==> src/rtl/neg_unit_arbiter_pkg.sv <==
// Shared types and constants for the negation-unit arbiter: FSM states,
// opcodes and the default operand width.
package neg_unit_arbiter_pkg;

  typedef enum logic [1:0] {
    IDLE = 2'd0,
    CALC = 2'd1,
    RESP = 2'd2
  } state_t;

  localparam logic OP_NEG = 1'b0;
  localparam logic OP_ABS = 1'b1;

  localparam int DEFAULT_W = 16;
  localparam logic [DEFAULT_W-1:0] MOST_NEG = {1'b1, {(DEFAULT_W-1){1'b0}}};

endpackage : neg_unit_arbiter_pkg

==> src/rtl/neg_unit_arbiter_if.sv <==
// Request/response bundle between the requesters, the consumer and the
// arbiter; the arbiter uses the slave view.
interface neg_unit_arbiter_if
  import neg_unit_arbiter_pkg::*;
#(
  parameter int N_REQ = 4,
  parameter int W     = DEFAULT_W
);

  localparam int ID_W = $clog2(N_REQ);

  logic [N_REQ-1:0]   req_valid;
  logic [N_REQ-1:0]   req_ready;
  logic [N_REQ*W-1:0] req_data;
  logic [N_REQ-1:0]   req_op;
  logic               rsp_valid;
  logic               rsp_ready;
  logic [W-1:0]       rsp_data;
  logic [ID_W-1:0]    rsp_id;
  logic               rsp_ovf;

  modport master (
    output req_valid, req_data, req_op, rsp_ready,
    input  req_ready, rsp_valid, rsp_data, rsp_id, rsp_ovf
  );

  modport slave (
    input  req_valid, req_data, req_op, rsp_ready,
    output req_ready, rsp_valid, rsp_data, rsp_id, rsp_ovf
  );

endinterface : neg_unit_arbiter_if

==> src/rtl/neg_unit_arbiter_twos_comp_unit.sv <==
// Combinational two's-complement negate / absolute-value unit with an
// overflow flag for the unrepresentable most-negative case.
module twos_comp_unit
  import neg_unit_arbiter_pkg::*;
#(
  parameter int W = DEFAULT_W
) (
  input  logic [W-1:0] operand,
  input  logic         op,
  output logic [W-1:0] result,
  output logic         ovf
);

  localparam logic [W-1:0] MOST_NEG_W = {1'b1, {(W-1){1'b0}}};

  logic [W-1:0] negated;
  logic         do_neg;

  assign negated = ~operand + W'(1);
  // Abs only negates operands whose sign bit is set.
  assign do_neg  = (op == OP_NEG) || operand[W-1];
  assign result  = do_neg ? negated : operand;
  assign ovf     = do_neg && (operand == MOST_NEG_W);

endmodule : twos_comp_unit

==> src/rtl/neg_unit_arbiter.sv <==
// Round-robin arbiter sharing one negation unit between N_REQ requesters:
// grant in IDLE, compute in CALC, hold the tagged result in RESP.
module neg_unit_arbiter
  import neg_unit_arbiter_pkg::*;
#(
  parameter int N_REQ = 4,
  parameter int W     = DEFAULT_W
) (
  input logic              clk,
  input logic              rst_n,
  neg_unit_arbiter_if.slave bus
);

  localparam int              ID_W     = $clog2(N_REQ);
  localparam logic [ID_W-1:0] LAST_RST = ID_W'(N_REQ - 1);

  state_t            state;
  state_t            state_next;
  logic [ID_W-1:0]   last_grant;
  logic [ID_W-1:0]   gnt_q;
  logic [ID_W-1:0]   grant_idx;
  logic [ID_W-1:0]   scan_idx;
  logic              grant_found;
  logic [N_REQ-1:0]  ready;
  logic [W-1:0]      operand_q;
  logic              op_q;
  logic [W-1:0]      unit_result;
  logic              unit_ovf;
  logic [W-1:0]      rsp_data_q;
  logic [ID_W-1:0]   rsp_id_q;
  logic              rsp_ovf_q;

  // Scan starts one past the last served index, so it has lowest priority.
  always_comb begin
    // NOTE: every variable written here gets a default first, so no latch is inferred.
    grant_found = 1'b0;
    grant_idx   = '0;
    scan_idx    = '0;
    for (int k = 1; k <= N_REQ; k++) begin
      scan_idx = ID_W'((int'(last_grant) + k) % N_REQ);
      if (!grant_found && bus.req_valid[scan_idx]) begin
        grant_found = 1'b1;
        grant_idx   = scan_idx;
      end
    end
  end

  always_comb begin
    state_next = state;
    ready      = '0;
    case (state)
      IDLE: begin
        if (grant_found) begin
          ready[grant_idx] = 1'b1;
          state_next       = CALC;
        end
      end
      CALC:    state_next = RESP;
      RESP:    if (bus.rsp_ready) state_next = IDLE;
      default: state_next = IDLE;
    endcase
  end

  always_ff @(posedge clk or negedge rst_n) begin
    // NOTE: sequential state uses non-blocking assignments so every register samples pre-edge values.
    if (!rst_n) state <= IDLE;
    else        state <= state_next;
  end

  twos_comp_unit #(.W(W)) u_unit (
    .operand (operand_q),
    .op      (op_q),
    .result  (unit_result),
    .ovf     (unit_ovf)
  );

  always_ff @(posedge clk or negedge rst_n) begin
    if (!rst_n) begin
      operand_q  <= '0;
      op_q       <= OP_NEG;
      gnt_q      <= '0;
      last_grant <= LAST_RST;
      rsp_data_q <= '0;
      rsp_id_q   <= '0;
      rsp_ovf_q  <= 1'b0;
    end else begin
      if (state == IDLE && grant_found) begin
        operand_q <= bus.req_data[grant_idx*W +: W];
        op_q      <= bus.req_op[grant_idx];
        gnt_q     <= grant_idx;
      end
      // The pointer only advances once the operand is committed to the unit.
      if (state == CALC) begin
        rsp_data_q <= unit_result;
        rsp_ovf_q  <= unit_ovf;
        rsp_id_q   <= gnt_q;
        last_grant <= gnt_q;
      end
    end
  end

  assign bus.req_ready = ready;
  assign bus.rsp_valid = (state == RESP);
  assign bus.rsp_data  = rsp_data_q;
  assign bus.rsp_id    = rsp_id_q;
  assign bus.rsp_ovf   = rsp_ovf_q;

endmodule : neg_unit_arbiter

==> src/flat_wrapper.sv <==
// flat-port wrapper written by rule: the top's interface ports become plain ports
module neg_unit_arbiter_flat import neg_unit_arbiter_pkg::*;
#(
  parameter int N_REQ = 4,
  parameter int W     = DEFAULT_W
)
  (clk, rst_n, bus_req_valid, bus_req_data, bus_req_op, bus_rsp_ready, bus_req_ready, bus_rsp_valid, bus_rsp_data, bus_rsp_id, bus_rsp_ovf);
  neg_unit_arbiter_if #(.N_REQ(N_REQ), .W(W)) bus_i ();
  input logic clk;
  input logic rst_n;
  input wire logic [$bits(bus_i.req_valid)-1:0] bus_req_valid;
  input wire logic [$bits(bus_i.req_data)-1:0] bus_req_data;
  input wire logic [$bits(bus_i.req_op)-1:0] bus_req_op;
  input wire logic [$bits(bus_i.rsp_ready)-1:0] bus_rsp_ready;
  output wire logic [$bits(bus_i.req_ready)-1:0] bus_req_ready;
  output wire logic [$bits(bus_i.rsp_valid)-1:0] bus_rsp_valid;
  output wire logic [$bits(bus_i.rsp_data)-1:0] bus_rsp_data;
  output wire logic [$bits(bus_i.rsp_id)-1:0] bus_rsp_id;
  output wire logic [$bits(bus_i.rsp_ovf)-1:0] bus_rsp_ovf;
  assign bus_i.req_valid = bus_req_valid;
  assign bus_i.req_data = bus_req_data;
  assign bus_i.req_op = bus_req_op;
  assign bus_i.rsp_ready = bus_rsp_ready;
  assign bus_req_ready = bus_i.req_ready;
  assign bus_rsp_valid = bus_i.rsp_valid;
  assign bus_rsp_data = bus_i.rsp_data;
  assign bus_rsp_id = bus_i.rsp_id;
  assign bus_rsp_ovf = bus_i.rsp_ovf;
  neg_unit_arbiter #(.N_REQ(N_REQ), .W(W)) u_core (.clk(clk), .rst_n(rst_n), .bus(bus_i));
endmodule
==> config.mk <==
export PLATFORM = sky130hd
export DESIGN_NAME = neg_unit_arbiter_flat
export DESIGN_NICKNAME = d
export VERILOG_FILES = /design/src/rtl/neg_unit_arbiter_pkg.sv /design/src/rtl/neg_unit_arbiter_if.sv /design/src/rtl/neg_unit_arbiter_twos_comp_unit.sv /design/src/rtl/neg_unit_arbiter.sv /design/src/flat_wrapper.sv
export SDC_FILE = /design/constraint.sdc
export NUM_CORES = 1
export LEC_CHECK = 0
export BUFFER_PORTS_ARGS = -buffer_cell sky130_fd_sc_hd__buf_2
export CORE_UTILIZATION = 30
export DETAILED_ROUTE_END_ITERATION = 10
export HOLD_SLACK_MARGIN = 0.12
export PLACE_DENSITY = 0.6
export SYNTH_ARGS = -nofsm -noshare
export SYNTH_HDL_FRONTEND = slang
export SYNTH_SLANG_ARGS = --single-unit
==> constraint.sdc <==
create_clock -name clk -period 2.3 [get_ports clk]
set_input_delay 0.115 -clock clk [delete_from_list [all_inputs] [get_ports clk]]
set_output_delay 0.115 -clock clk [all_outputs]
set_load 0.005 [all_outputs]
==> qor.yml <==
post-route-min-period_ps: 2024
initial_core_util_pct: 31.20
power.density_cell_area_nw_per_um2: 1277
grt_max_degree: 43
worstSetupEndpointType: "primary output"
run_status: "finished, final reports clean"
worstPathBufferInverterCount: 3
cts-root-to-sink-buffers: 2
required_time_at_the_worst_slack_endpoint_ps: 2180
syn-instance-count: 250
post-route-util_pct: 39.79
yosys.area_share.simple_pct: 15.61
chip_width_um: 92.11
compound_cell_area_share_of_the_yosys_netlist_pct: 14.84
synth_top_family_by_area: "simple AND/OR/NAND/NOR gates"
clock_latency_ps: 290
timing_worst_setup_path_type: "reg2out"
grt_first_pass_wirelength_um: 9653
max-slew-margin-rel_pct: 37.97
synth_xor_xnor_area_share_pct: 4.674
power.internal_uw: 2325
timing_hold_violations_final: 0
cp_top_family: "flip-flops"
ioPinCount: 99
share_clk_of_total_power_pct: 12.4
antenna_left: 0
number_of_drc_markers_in_iteration_0: 58
chipHeight_um: 92.11
post_synthesis_cell_area_um2: 2436
hpwlAfterDp_um: 4522
critical-path-max-stage-delay_ps: 600
synth.net_count: 326
most_common_library_cell_in_the_layout_ignoring_fill_and_taps: "sky130_fd_sc_hd__buf_2"
path_cells: "mux2i_1, o221a_4, buf_12, inv_2, nor2_1, buf_2"
crit_path_slowest_cell: "sky130_fd_sc_hd__dfstp_2"
grt.overflow.total: 0
antenna_found_initial: 0
drv.max_cap_violation_count: 0
routability_congestion: 0.8019
die_area_um2: 8484
crit-reg2reg-launch: "u_core.operand_q[0]"
io_buffers: 98
startpoint_of_the_worst_setup_timing_path: "u_core.last_grant[1]"
grt.total_usage_pct: 14.44
cts-buffers-inserted: 5
finClkSkew_ps: 5.392
share_seq_of_total_power_pct: 36.9
vias: 2143
htree_levels: 2
firstDrtPassIters: 4
placement_rows: 32
synth_warnings: 0
routedWlPerCell_um: 12.97
hold_path_class: "in2reg"
clock_sinks: 42
number_of_global_route_vias_before_repair: 2005
route.detailed.drc: 0
setup_repair_after_global_routing_missed_its_margin: "no"
net-switching-power_uw: 1642
tritoncts: "built"
synthMuxAreaShare_pct: 14.79
power.static_leakage_uw: 0.001547
final_layout_size_suffix_gt1_share_pct: 35.92
final-max-slew-violation-count: 0
ys_ff_latch: 42
timing.fmax_mhz: 494.2
inserted_diodes: 0
power.switching_fraction_pct: 41.40
setup_viol: 0
power.share.combinational_pct: 50.6
floorplan.core_area_um2: 7807
yosysSeqAreaShare_pct: 43.25
totalPowerFinal_uw: 3967
kind_of_start_point_of_the_critical_path: "flip-flop"
worst_pin_slew_ps: 930.4
synth_adder_area_share_pct: 0.5136
worst_path_arrival_ps: 1910
path_max_fanout: 38
cts.root.buffer_cell: "sky130_fd_sc_hd__clkbuf_8"
most_frequent_cells_in_the_layout: "sky130_fd_sc_hd__buf_2, sky130_fd_sc_hd__nand2_1, sky130_fd_sc_hd__dfrtp_1"
max-vdd-ir-drop_v: 0.0004018
detail_route.wirelength_um: 5836
min_from: "bus_req_data[28]"
routed_via_density: 4.762
fin_setup_tns_ps: 0
synthesis.area_per_instance_um2: 9.744
clock_transition_at_the_register_clock_pins_on_the_worst_setup_and_hold_paths_after_cts_ps: 80
post-route-period-util_pct: 87.98
synth.lib_cells_used.distinct: 33
synthToLayoutAreaGrowth_pct: 27.53
layout.nets: 423
cells in the mapped netlist:
library cell               number  area [um2]
sky130_fd_sc_hd__o21ai_1        7       35.03
sky130_fd_sc_hd__or4_4          1       11.26
sky130_fd_sc_hd__a211o_1        1       8.760
sky130_fd_sc_hd__and3b_2        1       10.01
sky130_fd_sc_hd__nor2_1        14       52.55
sky130_fd_sc_hd__ha_1           1       12.51
sky130_fd_sc_hd__mux2i_1       36       360.4
sky130_fd_sc_hd__or3b_1         1       8.760
sky130_fd_sc_hd__a21oi_1        6       30.03
sky130_fd_sc_hd__xnor2_1       13       113.9
sky130_fd_sc_hd__nor3_2         1       10.01
sky130_fd_sc_hd__nor4_4         1       21.27
sky130_fd_sc_hd__a31oi_1        5       31.28
sky130_fd_sc_hd__dfrtp_1       40        1001
sky130_fd_sc_hd__buf_12         3       60.06
sky130_fd_sc_hd__a211o_2        1       10.01
sky130_fd_sc_hd__clkbuf_1       8       30.03
sky130_fd_sc_hd__nor2b_1        3       18.77
sky130_fd_sc_hd__nand3_1        2       10.01
sky130_fd_sc_hd__buf_2          3       15.01
sky130_fd_sc_hd__dfstp_2        2       52.55
sky130_fd_sc_hd__o21ai_0       12       60.06
sky130_fd_sc_hd__nand2b_1       4       25.02
sky130_fd_sc_hd__nor3b_1        1       7.510
sky130_fd_sc_hd__o221a_4        1       20.02
sky130_fd_sc_hd__inv_1          7       26.28
sky130_fd_sc_hd__a21oi_2        2       17.52
sky130_fd_sc_hd__nor3_1         4       20.02
sky130_fd_sc_hd__nor2b_2        1       8.760
sky130_fd_sc_hd__inv_2          2       7.510
sky130_fd_sc_hd__o221ai_1      17       148.9
sky130_fd_sc_hd__nand2_1       47       176.4
sky130_fd_sc_hd__buf_4          2       15.01
metal layers:
layer,wire (um),up-vias,part of all wire (%),GRT usage (%)
met3,312,5,5.3,2.985
met1,2777,994,48,19.66
li1,-,1079,-,-
met2,2671,65,46,22.82
met4,74,0,1.3,4.688
met5,0,-,0,0
path summary, 6_finish.rpt:
kind	depth (start not counted)	slack, ps	end
max reg2reg	7	380	u_core.bus.rsp_data[12]
max in group asynchronous	2	1220	u_core.bus.rsp_data[13]
min	3	130	u_core.operand_q[12]
min in group asynchronous	2	500	u_core.operand_q[15]
max	6	280	bus_req_ready[0]
min reg2reg	2	480	u_core.bus.rsp_data[6]
area by class of cell:
class / instances / area, um2
clock inverter: 2 / 12.51
tap: 102 / 127.6
clock buffer: 6 / 82.58
multi-input combinational: 183 / 1229
inverter: 9 / 33.78
sequential: 42 / 1054
fill: 811 / 4701
timing repair buffer: 106 / 568.0
sequential cells by signal (all words and copies together) (netlist names):
name and cells:
u_core.bus.rsp_data 16, u_core.bus.rsp_id 2, u_core.bus.rsp_ovf 1, u_core.gnt_q 2, u_core.last_grant 2, u_core.op_q 1, u_core.operand_q 16, u_core.state 2
per-stage QoR:
stage,setup WS [ps],std cells,cell area [um2],hold slack (ps)
detailed placement,387.6,440,2992,319.3
global route,105.4,450,3107,148.4
finish,276.5,450,3107,133.8
global placement,467.9,440,2992,307.2
CTS,265.0,450,3107,134.0
floorplan,555.5,250,2436,-180.6
kinds of logic after synthesis:
kind of cell / after synthesis
xor+xnor: 13
compound gates: 52
mux: 36
simple gates: 81
fa+ha+maj: 1
buf+inv: 25
flops: 42
timing repair:
action                    CTS  global route
hold buffers                2             0
hold endpoints to repair   41             0
buffers inserted            0             0
resized for setup           0             0
worst reg2reg max path: cells and delay by family (launching register included):
family                     cells  cell delay (ps)
buffers and inverters          1               90
and+or+nand+nor                2              740
DFF                            1              410
AOI/OAI and AO/OA              2              210
xor gates and xnor gates       1              170
adders and majority gates      1              160
power groups by stage:
stage | clock network [uW] | logic (uW) | registers (uW)
global route | 538 | 2290 | 1520
CTS | 509 | 2050 | 1470
finish | 494 | 2010 | 1470
detailed placement | 0 | 2040 | 1480
floorplan | 0 | 1560 | 1390
global placement | 0 | 2010 | 1460
(Power assumes the default switching activity.)
